===== src/rtl/fir_pkg.sv =====
// Shared definitions for the FIR coefficient-load path: default sizes, derived widths
// and the streamer FSM encoding.
package fir_pkg;

    localparam int NTAPS_DEF  = 7;
    localparam int COEF_W_DEF = 8;

    typedef enum logic [1:0] {
        S_IDLE   = 2'd0,
        S_STREAM = 2'd1,
        S_DONE   = 2'd2
    } fir_state_e;

    // Wide enough that NTAPS full-scale coefficients never overflow the sum.
    function automatic int cksum_w(input int ntaps, input int coef_w);
        return coef_w + $clog2(ntaps);
    endfunction

endpackage


===== src/rtl/fir_coef_bank.sv =====
// Host-writable coefficient register array with a snapshot copy taken at stream launch
// and an indexed read of the snapshot.
module fir_coef_bank
    import fir_pkg::*;
#(
    parameter int NTAPS  = NTAPS_DEF,
    parameter int COEF_W = COEF_W_DEF,
    parameter int ADDR_W = $clog2(NTAPS)
) (
    input  logic              clk,
    input  logic              rst,
    input  logic              we_i,
    input  logic [ADDR_W-1:0] addr_i,
    input  logic [COEF_W-1:0] data_i,
    input  logic              snap_i,
    input  logic [ADDR_W-1:0] rd_idx_i,
    output logic [COEF_W-1:0] rd_data_o,
    output logic [COEF_W-1:0] wt0_o
);

    logic [COEF_W-1:0] bank_q [NTAPS];
    logic [COEF_W-1:0] snap_q [NTAPS];

    // Addresses at or beyond NTAPS match no entry, so those writes fall away.
    always_ff @(posedge clk) begin
        if (!rst) begin
            for (int i = 0; i < NTAPS; i++) begin
                bank_q[i] <= '0;
                snap_q[i] <= '0;
            end
        end else begin
            for (int i = 0; i < NTAPS; i++) begin
                if (we_i && (addr_i == ADDR_W'(i))) begin
                    bank_q[i] <= data_i;
                end
                if (snap_i) begin
                    snap_q[i] <= (we_i && (addr_i == ADDR_W'(i))) ? data_i : bank_q[i];
                end
            end
        end
    end

    always_comb begin
        rd_data_o = '0;
        if ({1'b0, rd_idx_i} < (ADDR_W + 1)'(NTAPS)) begin
            rd_data_o = snap_q[rd_idx_i];
        end
    end

    // Tap 0 as it will appear in the snapshot, used to present the first beat at launch.
    assign wt0_o = (we_i && (addr_i == '0)) ? data_i : bank_q[0];

endmodule


===== src/rtl/fir_coef_streamer.sv =====
// Streams a snapshot of the host coefficient bank one tap per beat with valid/ready flow.
// Optional running checksum output enabled by defining FIR_COEF_CKSUM_EN.
module fir_coef_streamer
    import fir_pkg::*;
#(
    parameter int NTAPS  = NTAPS_DEF,
    parameter int COEF_W = COEF_W_DEF,
    parameter int ADDR_W = $clog2(NTAPS)
) (
    input  logic              clk,
    input  logic              rst,
    input  logic              host_we,
    input  logic [ADDR_W-1:0] host_addr,
    input  logic [COEF_W-1:0] host_data,
    input  logic              start,
    input  logic              coef_ready,
    output logic [COEF_W-1:0] coef_val,
    output logic              writeen,
    output logic              tlast,
    output logic              busy,
    output logic              done,
`ifdef FIR_COEF_CKSUM_EN
    output logic [COEF_W+$clog2(NTAPS)-1:0] cksum,
`endif
    output fir_state_e        dbg_state_o
);

    // Handshake: a beat transfers on a rising edge where writeen && coef_ready; while
    // writeen is high and coef_ready low, coef_val/tlast/writeen hold unchanged.

    fir_state_e        state_q, state_d;
    logic [ADDR_W-1:0] idx_q, idx_d;
    logic [COEF_W-1:0] coef_val_q, coef_val_d;
    logic              writeen_q, writeen_d;
    logic              tlast_q, tlast_d;
    logic              snap;
    logic [ADDR_W-1:0] nxt_idx;
    logic [COEF_W-1:0] rd_data;
    logic [COEF_W-1:0] wt0;
    logic              beat_acc;

    assign nxt_idx  = ADDR_W'(idx_q + 1'b1);
    assign beat_acc = (state_q == S_STREAM) && writeen_q && coef_ready;

    fir_coef_bank #(
        .NTAPS (NTAPS),
        .COEF_W(COEF_W),
        .ADDR_W(ADDR_W)
    ) u_bank (
        .clk      (clk),
        .rst      (rst),
        .we_i     (host_we),
        .addr_i   (host_addr),
        .data_i   (host_data),
        .snap_i   (snap),
        .rd_idx_i (nxt_idx),
        .rd_data_o(rd_data),
        .wt0_o    (wt0)
    );

    always_ff @(posedge clk) begin
        if (!rst) begin
            state_q    <= S_IDLE;
            idx_q      <= '0;
            coef_val_q <= '0;
            writeen_q  <= 1'b0;
            tlast_q    <= 1'b0;
        end else begin
            state_q    <= state_d;
            idx_q      <= idx_d;
            coef_val_q <= coef_val_d;
            writeen_q  <= writeen_d;
            tlast_q    <= tlast_d;
        end
    end

    always_comb begin
        state_d    = state_q;
        idx_d      = idx_q;
        coef_val_d = coef_val_q;
        writeen_d  = writeen_q;
        tlast_d    = tlast_q;
        snap       = 1'b0;
        case (state_q)
            S_IDLE: begin
                if (start) begin
                    snap       = 1'b1;
                    state_d    = S_STREAM;
                    idx_d      = '0;
                    coef_val_d = wt0;
                    writeen_d  = 1'b1;
                    tlast_d    = (NTAPS == 1);
                end
            end
            S_STREAM: begin
                if (beat_acc) begin
                    if (idx_q == ADDR_W'(NTAPS - 1)) begin
                        state_d    = S_DONE;
                        idx_d      = '0;
                        coef_val_d = '0;
                        writeen_d  = 1'b0;
                        tlast_d    = 1'b0;
                    end else begin
                        idx_d      = nxt_idx;
                        coef_val_d = rd_data;
                        tlast_d    = (nxt_idx == ADDR_W'(NTAPS - 1));
                    end
                end
            end
            S_DONE:  state_d = S_IDLE;
            default: state_d = S_IDLE;
        endcase
    end

`ifdef FIR_COEF_CKSUM_EN
    localparam int CKSUM_W = cksum_w(NTAPS, COEF_W);
    logic [CKSUM_W-1:0] cksum_q;

    always_ff @(posedge clk) begin
        if (!rst) begin
            cksum_q <= '0;
        end else if ((state_q == S_IDLE) && start) begin
            cksum_q <= '0;
        end else if (beat_acc) begin
            cksum_q <= cksum_q + CKSUM_W'(coef_val_q);
        end
    end

    assign cksum = cksum_q;
`endif

    assign coef_val    = coef_val_q;
    assign writeen     = writeen_q;
    assign tlast       = tlast_q;
    assign busy        = (state_q != S_IDLE);
    assign done        = (state_q == S_DONE);
    assign dbg_state_o = state_q;

endmodule

===== config.mk =====
export PLATFORM = sky130hd
export DESIGN_NAME = fir_coef_streamer
export DESIGN_NICKNAME = d
export VERILOG_FILES = /design/src/rtl/fir_pkg.sv /design/src/rtl/fir_coef_bank.sv /design/src/rtl/fir_coef_streamer.sv
export SDC_FILE = /design/constraint.sdc
export NUM_CORES = 1
export LEC_CHECK = 0
export BUFFER_PORTS_ARGS = -buffer_cell sky130_fd_sc_hd__buf_2
export CAP_MARGIN = 30
export CELL_PAD_IN_SITES_DETAIL_PLACEMENT = 1
export CELL_PAD_IN_SITES_GLOBAL_PLACEMENT = 2
export CORE_UTILIZATION = 44
export DETAILED_ROUTE_END_ITERATION = 10
export PLACE_DENSITY_LB_ADDON = 0.1
export SYNTH_ARGS = -nofsm -noshare
export SYNTH_HDL_FRONTEND = slang
export SYNTH_SLANG_ARGS = --single-unit

===== constraint.sdc =====
create_clock -name clk -period 3.4 [get_ports clk]
set_input_delay 0 -clock clk [delete_from_list [all_inputs] [get_ports clk]]
set_output_delay 0 -clock clk [all_outputs]
set_load 0.05 [all_outputs]

==> flow_summary.yaml <==
run_status:
  outcome: "complete, no violations"
critical_path:
  critPathRequiredTime_ns: 3.77
  crit_chain: "buf_4 -> clkinv_1 -> ha_1 -> and2_1 -> nor2_1 -> o21ai_0 -> a21boi_0 -> dlygate4sd3_1"
  path_delay_family: "buffers and inverters"
  r2r.worst_path.cells: 8
  critPathSlowestCell: "sky130_fd_sc_hd__dlygate4sd3_1"
  critical_path.max_stage_delay_ns: 0.56
  worst-path-max-fanout: 25
  path_class: "flip-flop to flip-flop"
  setup.reg_to_reg.worst_slack_ns: 1.01
  start_kind: "flip-flop"
  endpoint_kind: "flip-flop"
  worst_setup_path_startpoint: "idx_q[0]$_SDFFE_PN0P_"
  reg2reg_to: "writeen$_SDFFE_PN0P_"
  critPathArrivalTime_ns: 2.76
  worst-path-buf-inv: 3
  worstReg2RegStart: "idx_q[0]$_SDFFE_PN0P_"
hold_path:
  holdCritStartpoint: "host_data[5]"
  hold_end: "u_bank.snap_q[5][5]$_SDFFCE_PN0P_"
  type_of_the_most_critical_hold_path: "primary input to flip-flop"
  worstHoldPathCells: 3
clocking:
  clock-sinks: 127
  tritoncts: "yes"
  max-clock-path-buffers: 2
  postCtsResizedCells: 0
  cts_inserted_buffers: 17
  postCtsHoldBufs: 4
  post_cts_setup_repair_bufs: 0
  clock_tree.root_cell: "sky130_fd_sc_hd__clkbuf_16"
  htree_levels: 4
  worstSkewPairLatency_ns: 0.42
  clkSlewWorstSetupHoldPaths_ns: 0.06
finish:
  fillerInstances: 1356
  fin_area_mm2: 0.006689
  multi_input_area_mm2: 0.001956
  area.sequential_mm2: 0.003664
  final_nets: 572
  area.growth.synth_to_final_pct: 14.77
  antenna_cells_inserted: 0
  ratio_of_cells_with_drive_above_1_in_the_final_layout_pct: 13.96
timing:
  max-slew-margin-rel_pct: 31.70
  worst_slew_pin_slew_ns: 1.021
  setup_violations_final: 0
  timing.final.crit_period_ns: 2.391
  worst_hold_slack_ns: 0.06592
  fin_ws_ns: 1.009
  timing.fmax_mhz: 418.3
  setup_clock_skew_after_layout_ns: 0.008966
  final_min_period_over_clock_period_pct: 70.31
  report.final.slew_viol_count: 0
  grt_setup_unrepaired: "false"
  final.setup.tns_ns: 0
  final_hold_viol_count: 0
power:
  power_uw: 3990
  power_per_cell_area_mw_per_mm2: 596.5
  seq_power_share_pct: 46.8
  power.net_switching_uw: 993.6
  power.clock.fraction_pct: 45.0
  internal_power_uw: 2996
  static_leakage_uw: 0.002643
  switching_share_pct: 24.91
  power.combinational.fraction_pct: 8.2
  ir_drop_worst_case_vdd_uv: 325.7
placement:
  placed_standard_cell_area_mm2: 0.006058
  globalplace.congestion: 0.7853
  detailed_place_hpwl_mm: 10.85
  dp_slack_ns: 1.026
  port_buffers: 29
synth:
  synth.ff_latch_count: 127
  synthArstFlopShare_pct: 0
  post_synth_design_cell_area_mm2: 0.005828
  yosys.cell_types.count: 36
  yosys_warnings: 0
  syn-num-nets: 553
  edff_count_synth: 112
  ys_seq_area_share_pct: 62.86
  synth-main-ff-cell: "sky130_fd_sc_hd__edfxtp_1"
  postSynthAreaPerCell_um2: 10.91
  syn_inst: 534
route:
  num_vias: 4053
  drt_first_pass_iters: 4
  ant_nets: 0
  drt-vias-per-instance: 5.492
  drt-initial-drc-count: 291
  routed_wire_length_per_instance_um: 21.49
  drc: 0
  totalWireLength_mm: 15.86
floorplan:
  fp.dieArea_mm2: 0.01371
  boundary_pins: 30
  rows: 41
  placeableCoreArea_mm2: 0.01277
  die_height_um: 117.1
  die_w_um: 117.1
  initial_utilization_pct: 45.63
global_route:
  globalRouteTotalUtil_pct: 25.62
  pin_count_of_the_biggest_net_entering_global_routing: 57
  grt_pass1_wl_mm: 24.15
  initial_antenna_violation_count: 0
  grt_pass1_vias: 4091
  grt_overflow: 0
job:
  maxCapViolCount: 0
## tightest hold or removal path: cells and delay by family
kind,cells,cell delay (ns)
simple gates,1,0.08
compound gates,1,0.05
buf+inv,1,0.18
## cells in the final DEF (no fill, tap or decap), types with 3 or more instances in the layout
master                          Yosys  layout
sky130_fd_sc_hd__a21boi_0          10      10
sky130_fd_sc_hd__a21oi_1           41      41
sky130_fd_sc_hd__a31oi_1            8       8
sky130_fd_sc_hd__and2_1             3       3
sky130_fd_sc_hd__and3_1            34      34
sky130_fd_sc_hd__buf_2              7      29
sky130_fd_sc_hd__buf_4              3       5
sky130_fd_sc_hd__clkbuf_16          0      17
sky130_fd_sc_hd__clkinv_4           0       6
sky130_fd_sc_hd__clkinvlp_4         0       4
sky130_fd_sc_hd__dfxtp_1           15      15
sky130_fd_sc_hd__dlygate4sd3_1      0       4
sky130_fd_sc_hd__edfxtp_1         112     112
sky130_fd_sc_hd__ha_1               3       3
sky130_fd_sc_hd__inv_1             10      10
sky130_fd_sc_hd__mux2i_1            9       9
sky130_fd_sc_hd__mux4_2             8       8
sky130_fd_sc_hd__nand2_1          128     127
sky130_fd_sc_hd__nand2b_1           6       6
sky130_fd_sc_hd__nand3_1            6       6
sky130_fd_sc_hd__nor2_1            55      55
sky130_fd_sc_hd__nor2b_1            6       6
sky130_fd_sc_hd__nor3_1             3       3
sky130_fd_sc_hd__o21a_1             8       8
sky130_fd_sc_hd__o21ai_0           11      11
sky130_fd_sc_hd__o31ai_1            8       8
## registers in the layout (all words and copies together), names as in the netlist
| register | flops |
|---|---|
| writeen | 1 |
| dbg_state_o | 2 |
| coef_val | 8 |
| u_bank.bank_q | 56 |
| tlast | 1 |
| u_bank.snap_q | 56 |
| idx_q | 3 |
## Yosys cell counts (all sizes together), types with 3 or more instances
master	instances	share of area [%]
ha	3	0.64
nor3	4	0.43
a31oi	8	0.86
clkbuf	27	1.7
o21a	8	1.0
nor2	55	3.5
o31ai	8	1.0
a21boi	10	1.3
nand2	128	8.2
a21oi	42	3.7
edfxtp	112	58
dfxtp	15	5.2
inv	10	0.64
buf	11	1.2
o21ai	11	0.94
and2	3	0.32
nor2b	6	0.64
mux4	8	3.1
and3	34	3.6
nand2b	6	0.64
mux2i	9	1.5
nand3	6	0.52
## stage by stage
step	cells	utilization, %
after floorplan	534	-
after global placement	702	47.43
after detailed placement	702	47.43
after CTS	738	52.37
after global routing	738	52.37
final	738	52.37
## layout make-up
type	count	area share (%)
clock buffer	17	6.360
multi-input combinational	358	29.24
timing repair buffer	38	3.330
tap	172	3.217
clock inverter	15	2.469
inverter	11	0.6173
sequential	127	54.77
## logic make-up after synthesis
group	count (synthesis)	synth area share, %
AND/OR/NAND/NOR	246	18.59
flip-flops	127	62.86
AO/OA/AOI/OAI	90	9.210
buffers and inverters	49	3.628
multiplexers	17	4.637
adder cells (fa/ha/maj)	3	0.6441
XOR/XNOR	2	0.4295
## worst max-delay path by stage
stage	to	depth (start not counted)
final	writeen$_SDFFE_PN0P_	8
after global routing	writeen$_SDFFE_PN0P_	8
after CTS	writeen$_SDFFE_PN0P_	8
after detailed placement	coef_val[0]$_SDFFE_PN0P_	7
after global placement	coef_val[1]$_SDFFE_PN0P_	7
after floorplan	u_bank.snap_q[0][0]$_SDFFCE_PN0P_	3
## per-layer routing
| metal | vias to the layer above | wire length (um) | track usage, % |
|---|---|---|---|
| li1 | 1926 | - | - |
| met1 | 2031 | 7571 | 34.26 |
| met2 | 77 | 7621 | 40.75 |
| met3 | 19 | 437 | 5.304 |
| met4 | 0 | 229 | 10.97 |
| met5 | - | 0 | 0 |
## power by group through the flow
stage | combinational [uW] | clock, uW | sequential, uW
after floorplan | 184 | 0 | 1920
after global placement | 318 | 0 | 1900
after detailed placement | 323 | 0 | 1900
after CTS | 329 | 1820 | 1870
after global routing | 356 | 1890 | 1880
final | 327 | 1790 | 1870
Power figures use the tool's default switching activity.
